===== config.mk =====
export PLATFORM = sky130hd
export DESIGN_NAME = lc4_rob_ctrl
export DESIGN_NICKNAME = d
export VERILOG_FILES = /design/src/rtl/lc4_rob_ctrl.sv
export SDC_FILE = /design/constraint.sdc
export NUM_CORES = 1
export LEC_CHECK = 0
export BUFFER_PORTS_ARGS = -buffer_cell sky130_fd_sc_hd__clkbuf_2
export CORE_MARGIN = 2
export CORE_UTILIZATION = 37
export CTS_BUF_LIST = sky130_fd_sc_hd__clkbuf_8
export DETAILED_ROUTE_END_ITERATION = 10
export GPL_ROUTABILITY_DRIVEN = 0
export RECOVER_POWER = 25
export REMOVE_ABC_BUFFERS = 1
export SYNTH_ARGS = -nofsm -noshare
export SYNTH_HDL_FRONTEND = slang
export SYNTH_SLANG_ARGS = --single-unit

===== constraint.sdc =====
create_clock -name clk -period 4.2 [get_ports clk]
set_input_delay 0.21 -clock clk [delete_from_list [all_inputs] [get_ports clk]]
set_output_delay 0.21 -clock clk [all_outputs]
set_load 0.005 [all_outputs]

===== src/rtl/lc4_rob_ctrl.sv =====
// lc4_rob_ctrl: head/tail bookkeeping for the 4-entry in-order reorder buffer.
// Tracks allocate/issue/complete/retire per entry and squashes on mispredict.
module lc4_rob_ctrl (
    input  logic       clk,
    input  logic       rst,
    input  logic       gwe,
    input  logic       dispatch_req,
    output logic       dispatch_stall,
    output logic [1:0] dispatch_index,
    input  logic       is_valid,
    input  logic [1:0] is_rob_index,
    input  logic       done_valid,
    input  logic [1:0] done_index,
    input  logic       flush,
    input  logic [1:0] flush_index,
    output logic       commit_valid,
    output logic [1:0] commit_index,
    output logic [3:0] iq_valid,
    output logic [3:0] iq_issue,
    output logic [3:0] iq_commit,
    output logic [1:0] iq_rd,
    output logic [2:0] iq_count
);

    logic [1:0] head, tail;
    logic [2:0] count;
    logic [3:0] valid, issued, done;

    logic [1:0] head_n, tail_n;
    logic [2:0] count_n;
    logic [3:0] valid_n, issued_n, done_n;
    logic [3:0] squash;
    logic [1:0] flush_age;
    logic       flush_act, disp_acc, issue_hit, done_hit;

    assign dispatch_stall = (count == 3'd4);
    assign dispatch_index = tail;
    assign commit_valid   = valid[head] & done[head];
    assign commit_index   = head;
    assign iq_valid       = valid;
    assign iq_issue       = issued;
    assign iq_commit      = done;
    assign iq_rd          = head;
    assign iq_count       = count;

    always_comb begin
        flush_act = flush & valid[flush_index];
        flush_age = flush_index - head;
        // Valid entries are contiguous from head, so "younger" is an age compare.
        for (int i = 0; i < 4; i++) begin
            squash[i] = flush_act & valid[i]
                      & (2'(2'(i) - head) > flush_age);
        end

        disp_acc  = dispatch_req & ~dispatch_stall & ~flush;
        issue_hit = is_valid & valid[is_rob_index]
                  & ~squash[is_rob_index];
        done_hit  = done_valid & valid[done_index]
                  & ~squash[done_index]
                  & (issued[done_index]
                     | (issue_hit & (is_rob_index == done_index)));

        valid_n  = valid & ~squash;
        issued_n = issued & ~squash;
        done_n   = done & ~squash;

        if (disp_acc) begin
            valid_n[tail]  = 1'b1;
            issued_n[tail] = 1'b0;
            done_n[tail]   = 1'b0;
        end
        if (issue_hit) issued_n[is_rob_index] = 1'b1;
        if (done_hit)  done_n[done_index] = 1'b1;
        if (commit_valid) begin
            valid_n[head]  = 1'b0;
            issued_n[head] = 1'b0;
            done_n[head]   = 1'b0;
        end

        head_n = head + {1'b0, commit_valid};
        if (flush_act) begin
            tail_n  = flush_index + 2'd1;
            count_n = {1'b0, flush_age} + 3'd1 - {2'b00, commit_valid};
        end else begin
            tail_n  = tail + {1'b0, disp_acc};
            count_n = count + {2'b00, disp_acc} - {2'b00, commit_valid};
        end
    end

    always_ff @(posedge clk) begin
        if (rst) begin
            head   <= 2'd0;
            tail   <= 2'd0;
            count  <= 3'd0;
            valid  <= 4'd0;
            issued <= 4'd0;
            done   <= 4'd0;
        end else if (gwe) begin
            head   <= head_n;
            tail   <= tail_n;
            count  <= count_n;
            valid  <= valid_n;
            issued <= issued_n;
            done   <= done_n;
        end
    end

endmodule


# == Word level (Yosys, flattened, before mapping) ==
# Index checks and enable logic that the tools add are counted.
# word_totals
ff_bits,19
latchBits,0
ram_bits,0
romBits,0
output_inout_bits,23
word_cells,108
mem_count,0
# op_classes
n_addsub,12
multipliers,0
n_div,0
magnitude_cmp,13
n_eq_ne,2
shifts,0
n_mux,34
bitwise,37
reduce_logical,4
# ops
op,count
$and 4x4->4,8
$mux 4,8
$and 1x1->1,18
$bmux 1 s2,8
$lt 2x3->1 const B,5
$mux 1,12
$not 4->4,3
$or 4x4->4,3
$demux 1 s2,4
$ge 2x1->1 const B,4
$gt 2x2->1,4
$sub 3x1->3,2
$add 2x1->2,2
$logic_and 1x1->1,4
$not 1->1,4
$sub 1x2->2 const A,2
$sub 2x2->2 const A,2
$add 2x1->3 const B,1
$add 3x1->3,1
$eq 3x3->1 const B,1
$mux 3,1
$add 2x1->2 const B,1
$eq 2x2->1,1
$mux 2,1
other kinds (2),2

# == Depth between registers and ports, before layout ==
# depth
depth_word,15
ltp_mapped,14
ltp_nobuf,14

# == Worst setup path after synthesis ==
# OpenSTA, ideal clock, no wires.
# synth_path
kind,reg-to-reg
startpoint,"reg head[0], in the netlist commit_index[0]"
endpoint,"reg done[1], in the netlist iq_commit[1]"
setup_ps,96
arrival_ps,2646
required_time_ps,4104
slack_ps,1459
path_stages_with_launch,12
n_path_buf,0
cell_sequence,dfxtp_1 > ha_1 > xor2_4 > xnor2_2 > inv_1 > ha_1 > nor2b_1 > o21a_1 > nand3_1 > o41ai_2 > or4_1 > o41ai_2
# synth_between
elab_chain_cells,13
elab_cells_between_ends,43
classes_between,add/sub: 5; order compare: 6; mux: 13; bitwise: 18; reduce/logical: 1
# synth_rtl
item,line,text
start: declaration,25,"logic [1:0] head, tail;"
start signal: assignment,99,head <= head_n;
"$sub 1x2->2, or another cell as far along",52,& (2'(2'(i) - head) > flush_age);
$gt 2x2->1,52,
$and 1x1->1,52,
$bmux 1 s2,57,& ~squash[is_rob_index];
$mux 1 (not written as such),57,
$not 1->1,57,
$and 1x1->1,57,
$and 1x1->1,61,| (issue_hit & (is_rob_index == done_index)));
$or 1x1->1,61,
$and 1x1->1,60,& (issued[done_index]
$mux 4,73,if (done_hit) done_n[done_index] = 1'b1;
$and 4x4->4 (no line),-,
$mux 4 *,74,if (commit_valid) begin
end signal: assignment,104,done <= done_n;
end: declaration,27,"logic [3:0] valid, issued, done;"
# Mark *: on every way between the ends. The rest lies on a longest branch, timed or not. The select of a mux whose other input is x is not followed.
# A chain may end at the register's enable or synchronous reset.

# == Worst setup path after layout ==
# Ends and elaborated chain as after synthesis.

==> out/qor.txt <==
# clock sinks = 19
Clock Latency Late Sink = 260 ps
Req. time, crit path = 4370 ps
status = finished, final reports clean
first-pass GRT wire length = 7141 µm
Mapped Cells = 196
Initial Util = 0.3839
WL final = 4224 µm
cts hold-fix bufs = 0
Antenna Cells = 0
ratio of cells with drive above 1 in the final layout = 0.2455
GRT Overall Usage = 0.1769
ANT nets after route = 0
Crit Path Class = flop to flop
f_max = 335.9 MHz
Mapped Area = 1672 µm²
max cap viols = 0
Worst-Margin Slew = 625.6 ps
Post-synth EDFFs = 0
Final setup violation count = 0
Die W = 71.22 µm
crit path max fanout = 10
IO Port Bufs = 35
initial antenna violation count = 0
initial detailed-routing violation count = 89
largest net degree at the start of global routing = 25
clk slew on worst S/H paths = 80 ps
CP Launch Type = flop
leakage power = 0.8344 nW
design area = 1887 µm²
total CTS buffers = 3
vias in the first global route = 1458
CORE AREA = 4354 µm²
yosys warns = 0
Avg Cell Area, Syn = 8.529 µm²
post-CTS setup buffer count = 0
setup_tns = 0 ps
RSZ-0062 raised after global routing = false
CTS root buf = clkbuf_8
DR pass1 iterations = 4
Top Ports = 36
fin crit period = 2977 ps
Synth async-reset ratio = 0
# DRC = 0
clk_skew = 0.8871 ps
Final Slew Violations = 0
Slew HR = 0.5829
Primary FF master, synth = dfxtp_1
cell area after placement = 1844 µm²
DR WL/cell = 15.30 µm
sequential fraction of the synthesis area = 0.2275
worst path arrival time = 3150 ps
height of the die = 71.22 µm
HP Class = input pin to flop
Hold WS = 306.3 ps
pwr/cell area = 205.8 nW/µm²
FP Rows = 24
via count = 1490
DR vias/cell = 5.399
Yosys cell types = 58
Final Hold Viols = 0
Final period util = 0.7089
final net count = 252
H-tree depth = 1
CTS tree = done
Max clock buf depth = 2
HPWL after DPL = 3194 µm
Resized Gates After CTS = 0
die area = 5072 µm²
aggregate global routing overflow = 0
Worst VDD drop = 0.08644 mV
area grow syn2layout = 12.87%
Setup crit end kind = flop
number of synthesized register bits = 19
-- power by group --
group          internal [W]  switching, W  total [W]
clock network     0.0000662     0.0000674   0.000134
logic             0.0000271     0.0000376  0.0000647
registers          0.000184    0.00000635   0.000190
total              0.000277      0.000111   0.000388
-- registers in the layout, indices dropped and copies added, names as in the netlist --
signal and count:
iq_commit 4, iq_issue 4, iq_valid 4, iq_count 3, commit_index 2, dispatch_index 2
-- logic make-up after synthesis --
family | synth area share
AOI/OAI and AO/OA | 0.2126
xor gates and xnor gates | 0.06288
adders and majority gates | 0.1160
buffers and inverters | 0.07185
DFF | 0.2275
muxes | 0.09431
and+or+nand+nor | 0.2148
-- layer usage --
metal	GRT usage	up-vias	part of all wire
met2	0.2860	36	0.47
met3	0.01688	5	0.030
met1	0.2463	694	0.49
li1	-	755	-
met4	0.06289	0	0.015
met5	0	-	0
-- cells in the final DEF, fill, tap and decap left out, drive strengths merged, types with 2 or more instances in the layout --
cell type	netlist	routed
nor2b	4	4
a211oi	3	3
nand2	17	17
a21o	2	2
and2	6	6
o211ai	3	3
xnor2	6	6
mux4	2	2
nand3	7	7
o21ai	11	11
inv	14	14
nor3b	3	3
a32o	2	2
xor2	3	3
clkbuf	3	38
or4	3	3
mux2i	9	9
mux2	2	2
ha	13	13
o31ai	4	4
nor3	2	2
nor2	20	20
a21oi	5	5
dfxtp	19	19
o41ai	2	2
nand3b	2	2
-- cell usage after synthesis, types with 4 or more instances --
master,n,area share
nor2_1,20,0.045
dfxtp_1,19,0.23
nand2_1,17,0.038
ha_1,13,0.097
inv_1,13,0.029
mux2i_1,9,0.054
o21ai_0,9,0.027
nand3_1,7,0.021
and2_1,6,0.022
a21oi_1,5,0.015
xnor2_1,5,0.026
nor2b_1,4,0.015
-- worst max-delay path, stage by stage (launching register included) --
cell,delay [ps]
dfxtp_1,520
ha_1,310
xor2_4,240
xnor2_2,190
inv_1,80
ha_1,280
nor2b_1,130
o21a_1,170
nand3_1,110
o41ai_2,100
or4_1,550
o41ai_2,200
-- stage by stage --
step	util	total power (W)	instances	setup WS [ps]
after floorplan	-	0.0002279	185	1436
after global placement	0.4236	0.0002588	272	1253
after detailed placement	0.4236	0.0002583	272	1227
after CTS	0.4342	0.0003944	276	1214
after global routing	0.4333	0.0004081	276	1053
final	0.4333	0.0003883	276	1223
-- path summary, 6_finish.rpt --
check             startpoint           end  slack (ps)  cells past startpoint
max          commit_index[0]  iq_commit[1]        1220                     11
min            done_index[1]  iq_commit[0]         310                      2
max reg2reg  commit_index[0]  iq_commit[1]        1220                     11
min reg2reg      iq_issue[3]   iq_issue[3]         490                      1
-- layout make-up --
cell class	count	area [µm²]
Tap cell	52	65.06
Multi-Input combinational cell	152	1171
Sequential cell	19	380.4
Clock inverter	1	5.005
Clock buffer	3	41.29
Fill cell	463	2467
Inverter	14	52.55
Timing Repair Buffer	35	171.4
No activity file was read; power rests on OpenSTA's default activity.
